<file path="src/rtl/uart_echo_pkg.sv">
// Shared types and sizing for the UART echo controller.
package uart_echo_pkg;

    localparam int DEF_FIFO_DEPTH = 8;
    localparam int PTR_W          = $clog2(DEF_FIFO_DEPTH);

    typedef enum logic [1:0] {
        RX_IDLE,
        RX_READ,
        RX_CLR
    } rx_state_t;

    typedef enum logic [1:0] {
        TX_IDLE,
        TX_STROBE,
        TX_FALL,
        TX_BUSY
    } tx_state_t;

endpackage

</file>
<file path="src/rtl/uart_echo_ctrl_fifo.sv">
// Synchronous byte FIFO for the echo path; the head entry is always visible on rdata.
module echo_fifo #(
    parameter int DEPTH = 8,
    parameter int WIDTH = 8
) (
    input  logic                     clk,
    input  logic                     rst_n,
    input  logic                     push,
    input  logic                     pop,
    input  logic [WIDTH-1:0]         wdata,
    output logic [WIDTH-1:0]         rdata,
    output logic                     full,
    output logic                     empty,
    output logic [$clog2(DEPTH):0]   level
);
    localparam int AW = $clog2(DEPTH);

    logic [WIDTH-1:0] mem [DEPTH];
    logic [AW-1:0]    wr_ptr;
    logic [AW-1:0]    rd_ptr;
    logic             do_push;
    logic             do_pop;

    assign full    = (level == (AW+1)'(DEPTH));
    assign empty   = (level == '0);
    assign do_push = push && !full;
    assign do_pop  = pop && !empty;
    assign rdata   = mem[rd_ptr];

    // Power-of-two depth lets the pointers wrap naturally.
    always_ff @(posedge clk or negedge rst_n) begin
        if (!rst_n) begin
            wr_ptr <= '0;
            rd_ptr <= '0;
            level  <= '0;
        end else begin
            if (do_push) wr_ptr <= wr_ptr + AW'(1);
            if (do_pop)  rd_ptr <= rd_ptr + AW'(1);
            level <= level + (AW+1)'(do_push) - (AW+1)'(do_pop);
        end
    end

    always_ff @(posedge clk) begin
        if (do_push) mem[wr_ptr] <= wdata;
    end

    a_no_push_full: assert property (@(posedge clk) disable iff (!rst_n) !(push && full));

endmodule

</file>
<file path="src/rtl/uart_echo_ctrl.sv">
// Echo sequencer: reads bytes from a CoreUART-style receiver, buffers them and writes them back.
module uart_echo_ctrl
    import uart_echo_pkg::*;
#(
    parameter int FIFO_DEPTH      = DEF_FIFO_DEPTH,
    parameter int TX_FALL_TIMEOUT = 4,
    parameter int CNT_W           = 16
) (
    input  logic                          clk,
    input  logic                          rst_n,
    input  logic                          echo_en,
    input  logic                          rxrdy,
    input  logic [7:0]                    uart_rdata,
    output logic                          oen,
    input  logic                          txrdy,
    output logic                          wen,
    output logic [7:0]                    uart_wdata,
    output logic [$clog2(FIFO_DEPTH):0]   fifo_level,
    output logic [CNT_W-1:0]              rx_count,
    output logic [CNT_W-1:0]              tx_count,
    output logic                          drop
);
    localparam int                TMR_W    = $clog2(TX_FALL_TIMEOUT + 1);
    localparam logic [TMR_W-1:0]  TMR_LAST = TMR_W'(TX_FALL_TIMEOUT - 1);

    rx_state_t        rx_state;
    tx_state_t        tx_state;
    logic             push_q;
    logic [7:0]       rx_byte;
    logic [7:0]       head;
    logic             fifo_full;
    logic             fifo_empty;
    logic             pop;
    logic [TMR_W-1:0] fall_tmr;

    assign pop = (tx_state == TX_IDLE) && !fifo_empty && txrdy;

    echo_fifo #(
        .DEPTH (FIFO_DEPTH),
        .WIDTH (8)
    ) u_fifo (
        .clk   (clk),
        .rst_n (rst_n),
        .push  (push_q),
        .pop   (pop),
        .wdata (rx_byte),
        .rdata (head),
        .full  (fifo_full),
        .empty (fifo_empty),
        .level (fifo_level)
    );

    // Receive side: one-cycle oen pulse, then hold off until rxrdy drops so a byte is never read twice.
    always_ff @(posedge clk or negedge rst_n) begin
        if (!rst_n) begin
            rx_state <= RX_IDLE;
            oen      <= 1'b1;
            push_q   <= 1'b0;
            rx_count <= '0;
            drop     <= 1'b0;
        end else begin
            push_q <= 1'b0;
            case (rx_state)
                RX_IDLE: begin
                    if (rxrdy && !fifo_full) begin
                        oen      <= 1'b0;
                        rx_state <= RX_READ;
                    end
                end
                RX_READ: begin
                    oen      <= 1'b1;
                    push_q   <= echo_en;
                    drop     <= drop | ~echo_en;
                    rx_count <= rx_count + CNT_W'(1);
                    rx_state <= RX_CLR;
                end
                RX_CLR: begin
                    if (!rxrdy) rx_state <= RX_IDLE;
                end
                default: rx_state <= RX_IDLE;
            endcase
        end
    end

    always_ff @(posedge clk) begin
        if (rx_state == RX_READ) rx_byte <= uart_rdata;
    end

    // Transmit side: a UART that never lowers txrdy after a strobe is tolerated via the fall timer.
    always_ff @(posedge clk or negedge rst_n) begin
        if (!rst_n) begin
            tx_state   <= TX_IDLE;
            wen        <= 1'b1;
            uart_wdata <= '0;
            tx_count   <= '0;
            fall_tmr   <= '0;
        end else begin
            case (tx_state)
                TX_IDLE: begin
                    if (pop) begin
                        uart_wdata <= head;
                        wen        <= 1'b0;
                        tx_state   <= TX_STROBE;
                    end
                end
                TX_STROBE: begin
                    wen      <= 1'b1;
                    tx_count <= tx_count + CNT_W'(1);
                    fall_tmr <= '0;
                    tx_state <= TX_FALL;
                end
                TX_FALL: begin
                    if (!txrdy) begin
                        tx_state <= TX_BUSY;
                    end else if (fall_tmr == TMR_LAST) begin
                        tx_state <= TX_IDLE;
                    end else begin
                        fall_tmr <= fall_tmr + TMR_W'(1);
                    end
                end
                TX_BUSY: begin
                    if (txrdy) tx_state <= TX_IDLE;
                end
                default: tx_state <= TX_IDLE;
            endcase
        end
    end

endmodule
</file>
<file path="config.mk">
export PLATFORM = sky130hd
export DESIGN_NAME = uart_echo_ctrl
export DESIGN_NICKNAME = d
export VERILOG_FILES = /design/src/rtl/uart_echo_pkg.sv /design/src/rtl/uart_echo_ctrl_fifo.sv /design/src/rtl/uart_echo_ctrl.sv
export SDC_FILE = /design/constraint.sdc
export NUM_CORES = 1
export LEC_CHECK = 0
export ABC_CLOCK_PERIOD_IN_PS = 3200
export CAP_MARGIN = 30
export CORE_MARGIN = 2
export CORE_UTILIZATION = 50
export DETAILED_ROUTE_END_ITERATION = 10
export DONT_BUFFER_PORTS = 1
export HOLD_SLACK_MARGIN = 0.05
export PLACE_DENSITY = 0.66
export SETUP_SLACK_MARGIN = 0.3
export SKIP_CTS_REPAIR_TIMING = 1
export SYNTH_ARGS = -nofsm -noshare
export SYNTH_HDL_FRONTEND = slang
export SYNTH_SLANG_ARGS = --single-unit
</file>
<file path="constraint.sdc">
create_clock -name clk -period 3.2 [get_ports clk]
set_clock_uncertainty 0.1 [all_clocks]
set_input_delay 0.48 -clock clk [delete_from_list [all_inputs] [get_ports clk]]
set_output_delay 0.48 -clock clk [all_outputs]
set_load 0.03 [all_outputs]
</file>
Yosys cells after proc, flatten, opt, wreduce, memory -nomap -nowiden:

Memories as Yosys holds them, arrays and structs flattened. A register that Yosys moved wholly into a read port is not among the register bits.
Cells that the tools add are included.

* $add $sub $neg: 7
* eq/ne operators: 14
* muxes and demuxes: 18
* bitwise gates (word level): 2
* reductions and logical operators: 20

Operator list (number)
* 16-bit by 1-bit adder with 16-bit output, second input constant: 2
* 2-bit 2-to-1 mux: 6
* 2-bit inequality test, second input constant: 5
* 3-bit by 1-bit adder with 3-bit output, second input constant: 3
* 2-bit case mux with 4 select lines: 1
* 2-bit AND reduction: 4
* 2-bit == test, second input constant: 3
* 3-bit 2-to-1 mux: 2
* 2-bit case mux with 3 select lines: 1
* 3-bit case mux with 2 select lines: 1
* 3-bit AND reduction: 2
* 2-bit nonzero test: 3
* 1-bit logical AND: 5
* 1-bit 2-to-1 mux: 5
* 4-bit by 1-bit adder with 4-bit output: 1
* 2-bit by 1-bit == test with 1-bit output, second input constant: 2
* 4-bit == test, second input constant: 1
* 2-bit zero test: 2
* 4-bit zero test: 1
* 1-bit case mux with 2 select lines: 2
* 4-bit by 1-bit subtractor with 4-bit output: 1
* 3-bit by 2-bit == test with 1-bit output, second input constant: 1
* 1-bit zero test: 3
* 3-bit inequality test, second input constant: 1
* other kinds (3): 3

* bits in registers: 61
* memory bits (writable): 64
* logic and storage cells: 75
* memories kept: 1

Memories
* u_fifo.mem: words 8, bits a word 8, rd ports 1, clocked after Yosys merged registers in 1, write ports 1, line uart_echo_ctrl_fifo.sv:18 `logic [WIDTH-1:0] mem [DEPTH];`

Longest topological paths before layout:

Gate-level depths: netlist (run 1).

* depth in word-level cells: 6
* mapped depth: 10
* mapped depth without buffers: 9

Modules after synthesis:

A second synthesis (run 1) with hierarchy kept.

* cell total of the unflattened synthesis: 342
* area, all modules: 5566.6 um^2

Modules (own cells, without submodules)
* echo_fifo: instances 1, cells each 150, area an instance 3067.9 um^2
* uart_echo_ctrl: instances 1, cells each 192, area an instance 2498.6 um^2

Worst setup path before layout (run 1):

No wires, ideal clock.

* path type: register to register
* start: register u_fifo.level[2]
* end: register u_fifo.level[2]
* setup time: 0.123 ns
* data arrival time: 2.376 ns
* path slack: 0.602 ns
* stages on the path, launching flop included: 11
* period minus slack after synthesis: 2.598 ns
* path through: dfrtp_1 -> inv_1 -> ha_1 -> a2111oi_4 -> buf_2 -> ha_1 -> inv_1 -> ha_1 -> inv_1 -> fa_1 -> xnor2_1

* cells in the longest elaborated chain, start to end: 6

Ends and longest elaborated chain
* from (decl): line uart_echo_ctrl_fifo.sv:14 `output logic [$clog2(DEPTH):0] level`
* from (signal assigned): line uart_echo_ctrl_fifo.sv:39 `level <= level + (AW+1)'(do_push) - (AW+1)'(do_pop);`
* 4-bit zero test (*): line uart_echo_ctrl_fifo.sv:25 `assign empty = (level == '0);`
* 1-bit zero test (*): line uart_echo_ctrl_fifo.sv:27, uart_echo_ctrl.sv:36
* 1-bit logical AND (2 in series): line uart_echo_ctrl.sv:36 `assign pop = (tx_state == TX_IDLE) && !fifo_empty && txrdy;`
* 1-bit logical AND (*): line uart_echo_ctrl_fifo.sv:27 `assign do_pop = pop && !empty;`
* via u_fifo.do_pop: line uart_echo_ctrl_fifo.sv:22 `logic do_pop;`
* 4-bit by 1-bit subtractor with 4-bit output (*): line uart_echo_ctrl_fifo.sv:39

The timed path passes the listed nets; every way through them passes the cells marked *.
A chain may end at the register's enable or synchronous reset.

Worst setup path in the final report (run 1):

* start: register u_fifo.level[2]
* end: register u_fifo.level[2]

* cells in the longest elaborated chain, start to end: 6

Ends and longest elaborated chain (line)
* branches (longest 5 deep; another with 4-bit by 1-bit adder with 4-bit output)
* 4-bit by 1-bit subtractor with 4-bit output (*): uart_echo_ctrl_fifo.sv:39

Every way passes the cells marked *.

==> results of run 1 <==
[power by group through the flow]
stage          logic (mW)  registers (mW)  clock network (mW)
2_1_floorplan       0.982            2.73                   0
3_3_place_gp         1.13            2.86                   0
3_5_place_dp         1.17            2.87                   0
4_1_cts              1.17            2.84                2.05
5_1_grt              1.35            2.88                2.13
6_report             1.19            2.83                2.01
[registers in the layout, summed over array words and instances, names as in the netlist, 3 cells and up]
| signal | count |
|---|---|
| fall_tmr | 3 |
| u_fifo.level | 4 |
| u_fifo.wr_ptr | 3 |
| uart_wdata | 8 |
| u_fifo.mem | 64 |
| rx_byte | 8 |
| u_fifo.rd_ptr | 3 |
| rx_count | 16 |
| tx_count | 16 |
[cells by family after synthesis]
family | after synthesis | synth area share [%]
simple gates | 88 | 9.21
buf+inv | 36 | 2.82
mux | 36 | 6.64
compound gates | 41 | 5.43
flops | 133 | 67.1
xor+xnor | 36 | 5.73
fa+ha+maj | 13 | 3.09
[cell usage after synthesis (6+ instances only)]
cell      instances  area, um^2
edfxtp_1         72        2160
dfrtp_1          59        1480
mux2i_1          32         320
inv_1            25        93.8
xnor2_1          22         193
nand2_1          18        67.6
nand3_1          17        85.1
a22oi_1          16         120
nor2_1           15        56.3
xor2_1           14         123
ha_1             12         150
o21ai_0          11        55.1
and3_1            7        43.8
nand4_1           6        37.5
[worst paths after layout]
path | start | endpoint | slack, ns | depth (start not counted)
min in group asynchronous | rst_n | u_fifo.rd_ptr[0] | 0.38 | 2
setup reg to reg | u_fifo.level[2] | u_fifo.level[2] | 0.70 | 9
hold / removal | txrdy | tx_state[1] | 0.05 | 2
max in group asynchronous | rst_n | oen | 2.29 | 2
hold reg to reg | fall_tmr[2] | fall_tmr[2] | 0.40 | 2
setup / recovery | u_fifo.level[2] | u_fifo.level[2] | 0.70 | 9
[cell usage in the layout, fill, tap and decap left out, types with 15 or more instances in the layout]
cell type | synthesis | final
inv_1 | 25 | 25
mux2i_1 | 32 | 32
nor2_1 | 15 | 15
nand3_1 | 17 | 17
xnor2_1 | 22 | 22
edfxtp_1 | 72 | 72
dfrtp_1 | 59 | 59
a22oi_1 | 16 | 16
nand2_1 | 18 | 18
clkbuf_16 | 0 | 16
[routing by layer]
metal | part of all wire (%) | up-vias
li1 | - | 1437
met1 | 43 | 1505
met2 | 50 | 66
met3 | 4.8 | 21
met4 | 2.1 | 0
met5 | 0 | -
[layout make-up]
type | instances | area [um^2] | share of cell area, %
Timing Repair Buffer | 17 | 175 | 2.73
Tap cell | 140 | 175 | 2.73
Clock inverter | 12 | 176 | 2.75
Sequential cell | 133 | 3690 | 57.5
Clock buffer | 20 | 445 | 6.94
Inverter | 25 | 93.8 | 1.46
Multi-Input combinational cell | 214 | 1660 | 25.8
[metrics by stage]
stage / cell area [um^2] / setup slack [ns]
after global routing: 6410 / 0.501
final: 6410 / 0.700
after CTS: 6280 / 0.676
after floorplan: 5500 / 0.602
after global placement: 5650 / 0.762
after detailed placement: 5650 / 0.673
[worst register-to-register path: cells and delay by family, from the launching register on]
| kind | cells | cell delay, ns |
|---|---|---|
| xor gates and xnor gates | 1 | 0.13 |
| AOI/OAI and AO/OA | 1 | 0.32 |
| buffers and inverters | 3 | 0.25 |
| adders and majority gates | 4 | 1.07 |
| DFF | 1 | 0.51 |
==> impl_metrics.tcl, run 1 <==
set metrics [dict create \
    status "finished, final reports clean" \
    crit_path_top_delay_cell "dfrtp_1" \
    swShare_pct 33.5 \
    fillers 820 \
    slowest_delay_ns 0.51 \
    nets 434 \
    numCtsBuffers 17 \
    core-area_mm2 0.0108 \
    grt.met1_usage_pct 22.3 \
    ir_drop_mv 0.505 \
    total_power_mw 6.03 \
    dp.cells 517 \
    use_met2_pct 29.5 \
    finalCritPeriodShare_pct 78.1 \
    cts_root_buf "clkbuf_8" \
    cp_top_family "adder cells" \
    first_pass_iters 6 \
    grt_max_degree 62 \
    antenna_left 0 \
    leakagePower_nw 2.64 \
    p_sw_mw 2.02 \
    place.gp.congestion 0.755 \
    slew_viol_final 0 \
    crit_fanout 3 \
    drt-initial-drc-count 220 \
    power_density_mw_per_mm2 940 \
    drc 0 \
    synth-warning-count 0 \
    grt_antenna_before_repair 0 \
    drive_above_1_share_pct 11.9 \
    die_h_um 109 \
    die-area_mm2 0.0119 \
    p_int_mw 4.01 \
    synth_area_per_cell_um2 14.4 \
    finalSetupViolCount 0 \
    max-slew-margin-rel_pct 53.3 \
    cp_cell_sequence "inv_1, ha_1, a2111oi_4, ha_1, inv_1, ha_1, inv_1, fa_1, xnor2_1" \
    first_global_vias 3107 \
    max_slew.worst_pin.slew_ns 0.698 \
    cts.clk_slew.worst_paths_ns 0.06 \
    drv_cap 0 \
    synth_fp_nets 409 \
    ioPinCount 60 \
    seq_power_share_pct 47.0 \
    crit_required_ns 3.51 \
    hold_violations 0 \
    portBuffers 0 \
    critPathKind "reg2reg" \
    cts_tree "built" \
    grt_pass1_wl_mm 15.6 \
    syn_area_mm2 0.00550 \
    min_period_ns 2.50 \
    worstHoldPathType "in2reg" \
    dp_hpwl_mm 6.46 \
    yosysSeqAreaShare_pct 67.1 \
    grt_usage_pct 18.2 \
    fp-row-count 38 \
    cts.sinks 133 \
    fin_util_pct 59.4 \
    clkPwrFrac_pct 33.3 \
    clock_latency_ns 0.53 \
    ys_ff_latch 133 \
    syn2layout_area_growth_pct 16.6 \
    p_comb_share_pct 19.7 \
    async_flop_share_pct 45.9 \
    grt_overflow_total 0 \
    viasPerCell 5.40 \
    rsz0062_at_grt "false" \
    dr_total_vias 3029 \
    drt_wl_total_mm 9.94 \
    grt.met3_usage_pct 5.86 \
    cts_max_level 4 \
    netlist_instances 383 \
    layoutNonFillerInstCount 561 \
    clockBufferDepth 2 \
    yosys.cell_types.count 44 \
    ys.flop_type "edfxtp_1" \
    whs_ns 0.0514 \
    die-width_um 109 \
    wl_per_cell_um 17.7 \
    crit_path_start_kind "register" \
    synth_edf_count 72 \
    path_buf_inv 3 \
    antenna_cells 0 \
    arrival_ns 2.81 \
    start_util_pct 51.0 \
    busiest_layer "met2" \
    crit_path_end_kind "register" \
    fin_setup_tns_ns 0 \
    max_freq_ghz 0.400 \
]
(Power assumes the default switching activity.)
==> run 2: changes to the inputs <==
- ABC_CLOCK_PERIOD_IN_PS: 3200 -> 2450
- clock period: 3.2 -> 2.45 ns (I/O delays scaled with it)
==> run 2 against run 1 <==
Compared with the run above: sequential power is 27% higher; largest cell class unchanged; via count up 3.3%; clock power increased by 28%; highest routed layer unchanged; setup slack worse by 0.43 ns; final cell count up 3.4%; worst hold slack better by 0.076 ns; critical path type unchanged; largest power group unchanged.
==> impl_metrics.tcl, run 2 (synthesis gave the netlist of run 1 again) <==
set metrics [dict create \
    grt_overflow_total 0 \
    slew_viol_final 0 \
    viasPerCell 5.39 \
    crit_required_ns 2.76 \
    core-area_mm2 0.0108 \
    rsz0062_at_grt "true" \
    cts.sinks 133 \
    drv_cap 0 \
    busiest_layer "met2" \
    max_freq_ghz 0.458 \
    whs_ns 0.128 \
    drive_above_1_share_pct 19.3 \
    endpoint "u_fifo.level[1]" \
    clockBufferDepth 2 \
    ir_drop_mv 0.638 \
    grt_max_degree 62 \
    cp-startpoint "u_fifo.level[1]" \
    die-width_um 109 \
    final_common_cell "edfxtp_1" \
    max_slew.worst_pin.slew_ns 0.740 \
    grt.met3_usage_pct 6.63 \
    arrival_ns 2.50 \
    fp-row-count 38 \
    grt_antenna_before_repair 0 \
    leakagePower_nw 2.72 \
    clock_latency_ns 0.52 \
    crit_fanout 3 \
    r2r_start "u_fifo.level[1]" \
    die_h_um 109 \
    drt-initial-drc-count 239 \
    use_met2_pct 29.9 \
    start_util_pct 51.0 \
    power_density_mw_per_mm2 1220 \
    finalSetupViolCount 0 \
    r2r_end "u_fifo.level[1]" \
    fin_setup_tns_ns 0 \
    antenna_cells 0 \
    final_cell_mix "edfxtp_1, dfrtp_1, mux2i_1" \
    min_period_ns 2.18 \
    dp_hpwl_mm 6.39 \
    crit_path_start_kind "register" \
    crit_path_end_kind "register" \
    reg2reg_slack_ns 0.27 \
    grt_pass1_wl_mm 16.1 \
    top_regs "u_fifo.mem (64), rx_count (16), tx_count (16)" \
    wl_per_cell_um 17.8 \
    drc 0 \
    grt.met1_usage_pct 23.4 \
    regMostFlops "u_fifo.mem" \
    portBuffers 0 \
    cts.clk_slew.worst_paths_ns 0.06 \
    worst_r2r_path_depth 8 \
    dr_total_vias 3129 \
    grt_usage_pct 18.6 \
    largest_reg_flops 64 \
    cts_max_level 4 \
    place.gp.congestion 0.760 \
    die-area_mm2 0.0119 \
    critPathKind "reg2reg" \
    cts_root_buf "clkbuf_8" \
    drt_wl_total_mm 10.3 \
    fillers 805 \
    finalCritPeriodShare_pct 89.1 \
    first_global_vias 3150 \
    numCtsBuffers 17 \
    worstHoldPathType "in2reg" \
    cts_tree "built" \
    ioPinCount 60 \
    first_pass_iters 4 \
    status "finished, final reports clean" \
    hold_violations 0 \
    nets 453 \
    max-slew-margin-rel_pct 50.6 \
    syn2layout_area_growth_pct 20.5 \
    antenna_left 0 \
]
run 2: per-stage QoR:
| step | area [um^2] | power [mW] | utilization, % | instances | worst slack, ns |
|---|---|---|---|---|---|
| 4_1_cts | 6410 | 8.04 | 59.4 | 561 | 0.189 |
| 5_1_grt | 6630 | 8.57 | 61.4 | 580 | 0.193 |
| 6_report | 6630 | 8.11 | 61.4 | 580 | 0.267 |
| 3_3_place_gp | 5810 | 5.34 | 53.8 | 529 | 0.273 |
| 2_1_floorplan | 5570 | 4.95 | - | 383 | 0.0125 |
| 3_5_place_dp | 5810 | 5.45 | 53.8 | 529 | 0.187 |
run 2: worst max-delay path, cell delays in order (launching register included):
cell and delay, ns:
dfrtp_2 0.40, nor2_1 0.41, a2111oi_4 0.17, ha_4 0.25, inv_2 0.06, ha_4 0.12, inv_2 0.03, fa_2 0.51
inv_1 0.03
run 2: cell type report:
cell class | instances | area (um^2) | share of cell area, %
clock buffer | 18 | 418 | 6.30
timing repair buffer | 36 | 324 | 4.89
multi-input combinational | 214 | 1740 | 26.2
clock inverter | 14 | 184 | 2.77
tap | 140 | 175 | 2.64
inverter | 25 | 98.8 | 1.49
sequential | 133 | 3690 | 55.7
run 2: worst min-delay path by stage:
| stage | start | to | cells after the start | slack, ns |
|---|---|---|---|---|
| 6_report | txrdy | fall_tmr[2] | 3 | 0.13 |
| 5_1_grt | txrdy | fall_tmr[2] | 3 | 0.13 |
| 4_1_cts | rst_n | rx_count[2] | 0 | -0.58 |
| 3_5_place_dp | rst_n | uart_wdata[7] | 0 | -0.03 |
| 3_3_place_gp | rst_n | uart_wdata[7] | 0 | -0.03 |
| 2_1_floorplan | rst_n | drop | 0 | -0.03 |
run 2: layer usage:
layer  part of all wire, %  routed length (um)
met1                    43                4410
met2                    50                5200
met3                   5.9                 609
met4                   1.0                 108
met5                     0                   0
run 2: report_power, final:
group | total [mW] | internal (mW) | switching [mW]
Combinational | 1.96 | 0.884 | 1.07
Clock | 2.57 | 1.64 | 0.926
Sequential | 3.58 | 2.84 | 0.740
==> run 3: changes to the inputs <==
- ABC_CLOCK_PERIOD_IN_PS: 2450 -> 2500
- RECOVER_POWER: not set -> 100
- clock period: 2.45 -> 2.5 ns (I/O delays scaled with it)
==> run 3 against run 2 <==
Compared with the run above: the run now ends with max-capacitance violations, max-slew violations left; combinational power decreased by 12%; register-to-register slack improved by 0.03 ns; flip-flop and latch count did not move; largest power group unchanged.
==> impl_metrics.tcl, run 3 (synthesis gave the netlist of run 1 again) <==
set metrics [dict create \
    ir_drop_mv 0.707 \
    fin_setup_tns_ns 0 \
    power_density_mw_per_mm2 1180 \
    numCtsBuffers 17 \
    wl_per_cell_um 16.8 \
    first_pass_iters 4 \
    p_sw_mw 2.61 \
    grt_usage_pct 17.5 \
    critPathKind "reg2reg" \
    cts_root_buf "clkbuf_8" \
    min_period_ns 2.20 \
    clockBufferDepth 2 \
    crit_fanout 6 \
    dr_total_vias 3064 \
    crit_path_start_kind "register" \
    drive_above_1_share_pct 14.7 \
    final_cell_mix "edfxtp_1, dfrtp_1, mux2i_1" \
    swShare_pct 34.5 \
    final_common_cell "edfxtp_1" \
    fp-row-count 38 \
    hold_violations 0 \
    finalSetupViolCount 0 \
    start_util_pct 51.0 \
    top_regs "u_fifo.mem (64), rx_count (16), tx_count (16)" \
    dp_hpwl_mm 6.35 \
    max_freq_ghz 0.454 \
    first_global_vias 3112 \
    clock_latency_ns 0.51 \
    die-area_mm2 0.0119 \
    crit_required_ns 2.62 \
    clkPwrFrac_pct 31.1 \
    status "finished, violations left" \
    arrival_ns 2.32 \
    regMostFlops "u_fifo.mem" \
    cts_tree "built" \
    leakagePower_nw 2.59 \
    syn2layout_area_growth_pct 16.6 \
    cts.sinks 133 \
    drc 0 \
    grt_antenna_before_repair 0 \
    die_h_um 109 \
    nets 449 \
    worstHoldPathType "in2reg" \
    antenna_left 0 \
    drt-initial-drc-count 166 \
    cts_max_level 4 \
    die-width_um 109 \
    core-area_mm2 0.0108 \
    max-slew-margin-rel_pct -2.10 \
    fillers 848 \
    seq_power_share_pct 46.1 \
    place.gp.congestion 0.775 \
    p_comb_share_pct 22.8 \
    p_int_mw 4.95 \
    antenna_cells 0 \
    finalCritPeriodShare_pct 88.0 \
    dp_slack_ns 0.275 \
    rsz0062_at_grt "true" \
    grt_max_degree 62 \
    portBuffers 0 \
    slew_viol_final 62 \
    crit_path_end_kind "register" \
    ioPinCount 60 \
    largest_reg_flops 64 \
    max_slew.worst_pin.slew_ns 1.53 \
    grt_pass1_wl_mm 15.3 \
    cts.clk_slew.worst_paths_ns 0.06 \
    violations "max-capacitance violations, max-slew violations" \
    drt_wl_total_mm 9.66 \
    viasPerCell 5.32 \
    setup_ws_ns 0.299 \
    grt_overflow_total 0 \
    drv_cap 1 \
    whs_ns 0.138 \
]
run 3: cell type report:
cell class | count | area, um^2 | share of cell area (%)
clock buffer | 18 | 418 | 6.52
clock inverter | 14 | 151 | 2.36
inverter | 25 | 93.8 | 1.46
multi-input combinational | 214 | 1640 | 25.5
sequential | 133 | 3700 | 57.6
tap | 140 | 175 | 2.73
timing repair buffer | 32 | 243 | 3.78
run 3: layer usage:
| layer | track usage [%] | share of wire (%) | up-vias |
|---|---|---|---|
| li1 | - | - | 1464 |
| met2 | 27.3 | 49 | 79 |
| met1 | 22.4 | 44 | 1506 |
| met4 | 7.97 | 1.5 | 0 |
| met3 | 5.44 | 5.5 | 15 |
| met5 | 0 | 0 | - |
run 3: worst paths after layout:
check,start,end,slack [ns],cells past startpoint
min in group asynchronous,rst_n,uart_wdata[7],0.68,2
hold reg to reg,fall_tmr[2],fall_tmr[2],0.39,2
max in group asynchronous,rst_n,u_fifo.level[1],0.57,2
hold / removal,txrdy,fall_tmr[0],0.14,3
setup / recovery,u_fifo.level[3],u_fifo.mem[1][6],0.30,7
setup reg to reg,u_fifo.level[3],u_fifo.mem[1][6],0.30,7
run 3: power groups by stage:
stage               combinational [mW]  clock, mW  sequential, mW
floorplan                         1.34          0            3.51
global placement                  1.72          0            3.53
detailed placement                1.78          0            3.55
CTS                               1.79       2.40            3.51
global route                      1.95       2.49            3.55
finish                            1.72       2.35            3.48
run 3: worst max-delay path, cell delays in order, from the launching register on:
cell and delay (ns):
dfrtp_2 0.40, clkbuf_1 0.23, ha_1 0.28, a21boi_1 0.14
buf_4 0.16, nand2_1 0.14, nor3_1 0.26, buf_4 0.21
run 3: stage by stage:
step / instances / utilization, % / power [mW] / area (um^2)
finish: 576 / 59.4 / 7.56 / 6410
global route: 576 / 59.4 / 8.00 / 6410
CTS: 561 / 59.1 / 7.70 / 6380
detailed placement: 529 / 53.8 / 5.34 / 5810
global placement: 529 / 53.8 / 5.26 / 5810
floorplan: 383 / - / 4.85 / 5570
